### src/rtl/fsmc_frontend_if.sv
// FSMC pin bundle plus the bridge-facing request/response signals of the front end.
// The slave modport is the front end; the master modport is the FSMC host and bridge side.
interface fsmc_frontend_if;
    logic        fsmc_ne;
    logic        fsmc_noe;
    logic        fsmc_nwe;
    logic        fsmc_nadv;
    logic [1:0]  fsmc_nbl;
    logic [7:0]  fsmc_a_hi;
    logic [15:0] fsmc_ad_in;
    logic [15:0] fsmc_ad_out;
    logic        fsmc_ad_oe;
    logic [15:0] rdata_in;
    logic        ncs;
    logic        rd_start;
    logic        wr_start;
    logic [31:0] addr;
    logic [1:0]  byte_en;
    logic [15:0] data_out;

    modport slave (
        input  fsmc_ne, fsmc_noe, fsmc_nwe, fsmc_nadv, fsmc_nbl, fsmc_a_hi,
               fsmc_ad_in, rdata_in,
        output fsmc_ad_out, fsmc_ad_oe, ncs, rd_start, wr_start, addr,
               byte_en, data_out
    );

    modport master (
        output fsmc_ne, fsmc_noe, fsmc_nwe, fsmc_nadv, fsmc_nbl, fsmc_a_hi,
               fsmc_ad_in, rdata_in,
        input  fsmc_ad_out, fsmc_ad_oe, ncs, rd_start, wr_start, addr,
               byte_en, data_out
    );
endinterface

### src/rtl/fsmc_frontend.sv
// STM32 FSMC AD16 front end: synchronises strobes, latches the address phase and
// issues one-cycle rd/wr start pulses SYNC_STAGES+1 clocks after a strobe falls.
module fsmc_frontend #(
    parameter int          SYNC_STAGES = 2,
    parameter int          ADDR_SHIFT  = 1,
    parameter logic [31:0] BASE_ADDR   = 32'h0000_0000
) (
    input  logic            avm_clk,
    input  logic            avm_reset,
    fsmc_frontend_if.slave  bus_io
);

    typedef enum logic [2:0] {
        S_IDLE, S_CS, S_ADDR, S_ARMED, S_READ, S_WRITE, S_ERR
    } state_t;

    state_t state_q, state_d;

    logic [SYNC_STAGES-1:0] ne_sync_q, noe_sync_q, nwe_sync_q, nadv_sync_q;
    logic                   ne_s, noe_s, nwe_s, nadv_s;
    logic [15:0]            ad_q, ad_lat_q;
    logic [1:0]             nbl_q;
    logic                   rd_fire, wr_fire;
    logic [31:0]            addr_calc;

    logic                   rd_start_q, wr_start_q;
    logic [31:0]            addr_q;
    logic [1:0]             byte_en_q;
    logic [15:0]            data_out_q, ad_out_q;

    // Presetting the synchronisers to 1 makes every strobe read as inactive out of reset.
    always_ff @(posedge avm_clk or posedge avm_reset) begin
        if (avm_reset) begin
            ne_sync_q   <= '1;
            noe_sync_q  <= '1;
            nwe_sync_q  <= '1;
            nadv_sync_q <= '1;
            ad_q        <= '0;
            nbl_q       <= '0;
        end else begin
            ne_sync_q   <= {ne_sync_q[SYNC_STAGES-2:0],   bus_io.fsmc_ne};
            noe_sync_q  <= {noe_sync_q[SYNC_STAGES-2:0],  bus_io.fsmc_noe};
            nwe_sync_q  <= {nwe_sync_q[SYNC_STAGES-2:0],  bus_io.fsmc_nwe};
            nadv_sync_q <= {nadv_sync_q[SYNC_STAGES-2:0], bus_io.fsmc_nadv};
            ad_q        <= bus_io.fsmc_ad_in;
            nbl_q       <= bus_io.fsmc_nbl;
        end
    end

    assign ne_s   = ne_sync_q[SYNC_STAGES-1];
    assign noe_s  = noe_sync_q[SYNC_STAGES-1];
    assign nwe_s  = nwe_sync_q[SYNC_STAGES-1];
    assign nadv_s = nadv_sync_q[SYNC_STAGES-1];

    assign addr_calc = BASE_ADDR | (32'({bus_io.fsmc_a_hi, ad_lat_q}) << ADDR_SHIFT);

    always_ff @(posedge avm_clk or posedge avm_reset) begin
        if (avm_reset) state_q <= S_IDLE;
        else           state_q <= state_d;
    end

    always_comb begin
        state_d = state_q;
        rd_fire = 1'b0;
        wr_fire = 1'b0;
        if (ne_s) begin
            state_d = S_IDLE;
        end else begin
            case (state_q)
                S_IDLE:  state_d = S_CS;
                S_CS:    if (!nadv_s) state_d = S_ADDR;
                S_ADDR:  if (nadv_s)  state_d = S_ARMED;
                S_ARMED: begin
                    if (!noe_s && nwe_s) begin
                        state_d = S_READ;
                        rd_fire = 1'b1;
                    end else if (!nwe_s && noe_s) begin
                        state_d = S_WRITE;
                        wr_fire = 1'b1;
                    end else if (!noe_s && !nwe_s) begin
                        state_d = S_ERR;
                    end
                end
                S_READ:  if (noe_s)  state_d = S_CS;
                S_WRITE: if (nwe_s)  state_d = S_CS;
                S_ERR:   if (noe_s && nwe_s) state_d = S_CS;
                default: state_d = S_IDLE;
            endcase
        end
    end

    // Pulses are registered on the ARMED exit, so they land in the first cycle of READ/WRITE.
    always_ff @(posedge avm_clk or posedge avm_reset) begin
        if (avm_reset) begin
            rd_start_q <= 1'b0;
            wr_start_q <= 1'b0;
            addr_q     <= BASE_ADDR;
            byte_en_q  <= '0;
            data_out_q <= '0;
            ad_out_q   <= '0;
            ad_lat_q   <= '0;
        end else begin
            rd_start_q <= rd_fire;
            wr_start_q <= wr_fire;
            if (state_q == S_ADDR)
                ad_lat_q <= ad_q;
            if (rd_fire || wr_fire) begin
                addr_q    <= addr_calc;
                byte_en_q <= ~nbl_q;
            end
            if (wr_fire)
                data_out_q <= ad_q;
            if (state_q == S_READ)
                ad_out_q <= bus_io.rdata_in;
        end
    end

    assign bus_io.ncs         = ne_s;
    assign bus_io.rd_start    = rd_start_q;
    assign bus_io.wr_start    = wr_start_q;
    assign bus_io.addr        = addr_q;
    assign bus_io.byte_en     = byte_en_q;
    assign bus_io.data_out    = data_out_q;
    assign bus_io.fsmc_ad_out = ad_out_q;
    // Raw pins so the AD bus is released within gate delay of NOE/NE rising.
    assign bus_io.fsmc_ad_oe  = (state_q == S_READ) & ~bus_io.fsmc_noe & ~bus_io.fsmc_ne;

endmodule

### src/flat_wrapper.sv
// flat-port wrapper written by rule: the top's interface ports become plain ports
module fsmc_frontend_flat 
#(
    parameter int          SYNC_STAGES = 2,
    parameter int          ADDR_SHIFT  = 1,
    parameter logic [31:0] BASE_ADDR   = 32'h0000_0000
)
  (avm_clk, avm_reset, bus_io_fsmc_ne, bus_io_fsmc_noe, bus_io_fsmc_nwe, bus_io_fsmc_nadv, bus_io_fsmc_nbl, bus_io_fsmc_a_hi, bus_io_fsmc_ad_in, bus_io_rdata_in, bus_io_fsmc_ad_out, bus_io_fsmc_ad_oe, bus_io_ncs, bus_io_rd_start, bus_io_wr_start, bus_io_addr, bus_io_byte_en, bus_io_data_out);
  fsmc_frontend_if bus_io_i ();
  input  logic avm_clk;
  input  logic avm_reset;
  input wire logic [$bits(bus_io_i.fsmc_ne)-1:0] bus_io_fsmc_ne;
  input wire logic [$bits(bus_io_i.fsmc_noe)-1:0] bus_io_fsmc_noe;
  input wire logic [$bits(bus_io_i.fsmc_nwe)-1:0] bus_io_fsmc_nwe;
  input wire logic [$bits(bus_io_i.fsmc_nadv)-1:0] bus_io_fsmc_nadv;
  input wire logic [$bits(bus_io_i.fsmc_nbl)-1:0] bus_io_fsmc_nbl;
  input wire logic [$bits(bus_io_i.fsmc_a_hi)-1:0] bus_io_fsmc_a_hi;
  input wire logic [$bits(bus_io_i.fsmc_ad_in)-1:0] bus_io_fsmc_ad_in;
  input wire logic [$bits(bus_io_i.rdata_in)-1:0] bus_io_rdata_in;
  output wire logic [$bits(bus_io_i.fsmc_ad_out)-1:0] bus_io_fsmc_ad_out;
  output wire logic [$bits(bus_io_i.fsmc_ad_oe)-1:0] bus_io_fsmc_ad_oe;
  output wire logic [$bits(bus_io_i.ncs)-1:0] bus_io_ncs;
  output wire logic [$bits(bus_io_i.rd_start)-1:0] bus_io_rd_start;
  output wire logic [$bits(bus_io_i.wr_start)-1:0] bus_io_wr_start;
  output wire logic [$bits(bus_io_i.addr)-1:0] bus_io_addr;
  output wire logic [$bits(bus_io_i.byte_en)-1:0] bus_io_byte_en;
  output wire logic [$bits(bus_io_i.data_out)-1:0] bus_io_data_out;
  assign bus_io_i.fsmc_ne = bus_io_fsmc_ne;
  assign bus_io_i.fsmc_noe = bus_io_fsmc_noe;
  assign bus_io_i.fsmc_nwe = bus_io_fsmc_nwe;
  assign bus_io_i.fsmc_nadv = bus_io_fsmc_nadv;
  assign bus_io_i.fsmc_nbl = bus_io_fsmc_nbl;
  assign bus_io_i.fsmc_a_hi = bus_io_fsmc_a_hi;
  assign bus_io_i.fsmc_ad_in = bus_io_fsmc_ad_in;
  assign bus_io_i.rdata_in = bus_io_rdata_in;
  assign bus_io_fsmc_ad_out = bus_io_i.fsmc_ad_out;
  assign bus_io_fsmc_ad_oe = bus_io_i.fsmc_ad_oe;
  assign bus_io_ncs = bus_io_i.ncs;
  assign bus_io_rd_start = bus_io_i.rd_start;
  assign bus_io_wr_start = bus_io_i.wr_start;
  assign bus_io_addr = bus_io_i.addr;
  assign bus_io_byte_en = bus_io_i.byte_en;
  assign bus_io_data_out = bus_io_i.data_out;
  fsmc_frontend #(.SYNC_STAGES(SYNC_STAGES), .ADDR_SHIFT(ADDR_SHIFT), .BASE_ADDR(BASE_ADDR)) u_core (.avm_clk(avm_clk), .avm_reset(avm_reset), .bus_io(bus_io_i));
endmodule
### config.mk
export PLATFORM = sky130hd
export DESIGN_NAME = fsmc_frontend_flat
export DESIGN_NICKNAME = d
export VERILOG_FILES = /design/src/rtl/fsmc_frontend_if.sv /design/src/rtl/fsmc_frontend.sv /design/src/flat_wrapper.sv
export SDC_FILE = /design/constraint.sdc
export NUM_CORES = 1
export LEC_CHECK = 0
export ABC_AREA = 1
export CORE_ASPECT_RATIO = 1.1
export CORE_MARGIN = 2
export CORE_UTILIZATION = 26
export DETAILED_ROUTE_END_ITERATION = 16
export GPL_TIMING_DRIVEN = 1
export PLACE_DENSITY = 0.46
export SLEW_MARGIN = 25
export SYNTH_ARGS = -nofsm -noshare
export SYNTH_HDL_FRONTEND = slang
export SYNTH_SLANG_ARGS = --single-unit
### constraint.sdc
create_clock -name avm_clk -period 5.5 [get_ports avm_clk]
set_input_delay 1.65 -clock avm_clk [delete_from_list [all_inputs] [get_ports avm_clk]]
set_output_delay 1.65 -clock avm_clk [all_outputs]
set_load 0.02 [all_outputs]
# Word-level counts from Yosys, hierarchy flattened
# Cells that the tools add are included.
# totals
latchBits,0
ff_bits,105
output_inout_bits,70
rom_bits,0
mem_count,0
ram_bits,0
elab_cells,57
# classes
n_eq_ne,12
magnitude_cmp,0
div_mod_pow,0
n_bitwise,5
add_sub_neg,0
muxes,17
n_mul,0
shifts,0
n_reduce_logical,9
# ops
op,n
3-bit two-way mux,9
3-bit case mux with 7 select lines,1
"3-bit by 1-bit inequality test with 1-bit output, second input constant",4
"3-bit == test, second input constant",3
1-bit two-way mux,7
"3-bit by 2-bit == test with 1-bit output, second input constant",2
6-bit AND reduction,1
"5-bit by 1-bit inequality test with 1-bit output, second input constant",1
1-bit logical AND,4
"3-bit by 1-bit == test with 1-bit output, second input constant",1
3-bit logical NOT,1
"3-bit by 2-bit inequality test with 1-bit output, second input constant",1
1-bit bitwise AND,2
1-bit logical NOT,2
1-bit inverter,2
2-bit inverter,1
1-bit logical OR,1

# Depth between registers and ports, before layout
# depth
word_depth,7
depth_mapped,11
ltp_nobuf,11

# Worst setup path after synthesis
# OpenSTA, ideal clock, no wires.
# synth_timing
path_type,in2out
start,input bus_io_fsmc_noe
end,output bus_io_fsmc_ad_oe
t_required_ns,3.850
path_buffers,0
stages,1
path_slack_ns,1.703
arrival_ns,2.147
cell_sequence,nor3_1
# synth_via
elab_chain_cells,3
# synth_rtl
item,line_no,source
start: declaration,flat_wrapper.sv:13,input wire logic [$bits(bus_io_i.fsmc_noe)-1:0] bus_io_fsmc_noe;
1-bit inverter,fsmc_frontend.sv:126,assign bus_io.fsmc_ad_oe = (state_q == S_READ) & ~bus_io.fsmc_noe & ~bus_io.fsmc_ne;
1-bit bitwise AND (2 in a row),fsmc_frontend.sv:126,
end: declaration,flat_wrapper.sv:21,output wire logic [$bits(bus_io_i.fsmc_ad_oe)-1:0] bus_io_fsmc_ad_oe;
# No other way between the ends.

# Final worst setup path
# Same ends and word-level chain as after synthesis.

==> results.tsv <==
stage	metric	value	unit
die	Die Area	16400	um2
worst_setup_path	critical path's slowest cell	clkdlybuf4s50_1	
placement	post-placement cell count	649	
finish	# diodes	0	
finish	area of the multi-input gates	1100	um2
clock_tree	Hold-fix buffers, CTS	0	
clock_tree	CTS Root Cell	clkbuf_16	
finish	area grow syn2layout	37.5	%
worst_setup_path	crit path kind	primary input to output pin	
power_and_ir_drop	PD cells	535	nW/um2
routing	routed via count	2687	
placement	DP HPWL	5850	um
synthesis	commonest cells in the netlist	97 x dfrtp_1, 92 x nand2_1, 30 x inv_1	
die	Core Box Area	15100	um2
clock_tree	clock sinks	105	
clock_tree	total CTS buffers	9	
finish	Non-Filler Instances	665	
global_route	global routing usage on met2	17.2	%
worst_setup_path	CP Capture Type	output pin	
global_route	gr usage total	11.5	%
synthesis	sequential fraction of the synthesis area	65.8	%
timing	final hold slack	0.359	ns
worst_setup_path	Setup crit start kind	primary input	
clock_tree	CTS H-tree lvls	3	
power_and_ir_drop	clock power share	22.1	%
finish	fill count	1552	
run	total of max-cap violations	0	
worst_setup_path	worst-path fanout max	2	
clock_tree	number of gates resized after CTS	0	
timing	final setup fails	0	
worst_setup_path	Critical Path Max Stage Delay	0.64	ns
synthesis	ys flop type	dfrtp_1	
routing	Via-to-Cell Ratio	4.04	
routing	WL final	8930	um
synthesis	cell with the most instances after synthesis	dfrtp_1	
global_route	vias in the first global route	2738	
power_and_ir_drop	Peak supply drop	221	uV
die	initial core utilization	26.6	%
finish	fin nets	517	
synthesis	Yosys top cell area share	60.6	%
timing	Clock Skew	0.00615	ns
timing	worst relative slew slack	34.8	%
power_and_ir_drop	Comb pwr share	36.9	%
global_route	first-pass GRT wire length	14500	um
power_and_ir_drop	internal power	1.95	mW
timing	RSZ-0062 raised after global routing	false	
timing	min cycle time layout	4.55	ns
min_path	Hold Crit Class	register to register	
global_route	met3 usage	2.98	%
worst_setup_path	Critical Path, Cell by Cell	clkdlybuf4s50_1, nor3_1, clkdlybuf4s50_1	
synthesis	Synth Cell Area	4010	um2
timing	setup_tns	0	ns
synthesis	Yosys top cell by area	dfrtp_1	
clock_tree	CTS tree	done	
global_route	GR peak layer	met2	
clock_tree	CTS max path bufs	2	
die	chip width	122	um
power_and_ir_drop	Sequential Power Share	41.0	%
timing	Worst Tran Pin Value	0.976	ns
timing	Max Fclk	220	MHz
global_route	met1 usage	15.3	%
power_and_ir_drop	Sw Ratio	33.8	%
synthesis	async set-reset flop share out of synthesis	100	%
die	number of I/O pins	118	
placement	Placer Congestion	0.721	
synthesis	#FFs+latches synth	105	
die	Rows	47	
global_route	grt ovf	0	
global_route	largest net degree at the start of global routing	73	
synthesis	number of distinct library cells after synthesis	23	
power_and_ir_drop	Pleak	2.59	nW
worst_setup_path	Crit path arrival time	2.90	ns
routing	drt wl/cell	13.4	um
placement	Post-Place Cell Area	5200	um2
synthesis	mean area per synthesized cell	11.2	um2
finish	Finished Cell Area	5510	um2
routing	ANT nets after route	0	
routing	Iter 0 DRT Violations	123	
clock_tree	Setup Buffers After CTS	0	
timing	Final Hold Viols	0	
worst_setup_path	Most common cell on crit path	clkdlybuf4s50_1	
clock_tree	CTS clk-pin slew, worst paths	0.07	ns
worst_setup_path	Worst Path Required	3.85	ns
routing	router iterations before antenna repair	4	
synthesis	EDFF count, synth	0	
synthesis	Yosys Warn Count	0	
routing	Residual DRC	0	
run_status	status	complete, no violations	
synthesis	Cells after Synth	359	
synthesis	synth top area cells	dfrtp_1 61%, nand2_1 8.6%, dfstp_2 5.2%	
timing	pins over their slew limit	0	
finish	FF+latch area	2640	um2
global_route	antenna violations before repair	0	
clock_tree	clk_lat worst skew	0.34	ns
placement	port bufs	109	
finish	layout cells sized above 1	11.7	%
timing	part of the cycle the worst path needs	82.8	%
power_and_ir_drop	total net switching power	0.996	mW
die	die height	134	um
power_and_ir_drop	Final Power	2.95	mW
[sequential cells by signal, indices dropped and copies added, names as in the netlist, 3 cells and up]
signal and flops:
u_core.bus_io.data_out 16, u_core.bus_io.fsmc_ad_out 16, u_core.ad_lat_q 16, u_core.state_q 3, u_core.ad_q 16, u_core.bus_io.addr 24
[path summary, 6_finish.rpt]
path / cells after the start / to / slack [ns] / startpoint
max in group asynchronous: 3 / u_core.bus_io.addr[2] / 2.70 / avm_reset
min in group asynchronous: 2 / u_core.ad_q[10] / 1.85 / avm_reset
min reg2reg: 0 / u_core.nadv_sync_q[1] / 0.36 / u_core.nadv_sync_q[0]
max reg2reg: 6 / u_core.bus_io.byte_en[0] / 3.35 / u_core.nwe_sync_q[1]
max: 3 / bus_io_fsmc_ad_oe / 0.95 / bus_io_fsmc_noe
min: 0 / u_core.nadv_sync_q[1] / 0.36 / u_core.nadv_sync_q[0]
[power groups by stage]
stage	clock, mW	sequential [mW]	combinational (mW)
finish	0.652	1.21	1.09
global route	0.712	1.24	1.18
CTS	0.685	1.21	1.11
detailed placement	0	1.22	1.10
global placement	0	1.22	1.09
floorplan	0	1.45	0.336
[per-layer routing]
metal,wire (um),vias to the layer above
met5,0,-
met4,219,0
met3,558,11
met2,4010,93
met1,4140,1250
li1,-,1333
[cells by family (layout without fill, tap and decap cells)]
| logic type | count (synthesis) | after routing | share of synthesized area (%) |
|---|---|---|---|
| buffers and inverters | 54 | 157 | 7.31 |
| DFF | 105 | 105 | 65.8 |
| other | 1 | 8 | 0.0936 |
| adders and majority gates | 5 | 5 | 1.56 |
| muxes | 16 | 16 | 4.50 |
| and+or+nand+nor | 141 | 141 | 15.6 |
| AOI/OAI and AO/OA | 37 | 37 | 5.15 |
[layout by cell type, fill, tap and decap left out, drive strengths merged]
cell type	instances
clkdlybuf4s50	109
nand2	98
dfrtp	97
o21ai	33
inv	32
nand3	28
mux2	16
clkbuf	10
conb	8
dfstp	8
nor2	8
ha	5
nand4	4
a21oi	3
nor3	3
clkinvlp	3
a211oi	1
clkinv	1
bufinv	1
buf	1
[area by class of cell]
cell class	instances	area share (%)
multi-input cells	207	20.0
clock inverters	6	1.20
flip-flops and latches	105	47.9
clock buffers	10	4.34
repair buffers	110	19.9
inverters	31	2.16
well taps	196	4.45
[worst max-delay path, delay by kind of cell]
family / cells / cell delay (ns)
AND/OR/NAND/NOR: 1 / 0.19
buffers and inverters: 2 / 1.06
[metrics by stage]
stage | setup slack [ns] | util, %
CTS | 0.942 | 36.6
global route | 0.912 | 36.6
global placement | 0.957 | 34.6
finish | 0.947 | 36.6
detailed placement | 0.940 | 34.6
floorplan | 1.10 | -
(Power assumes the default switching activity.)
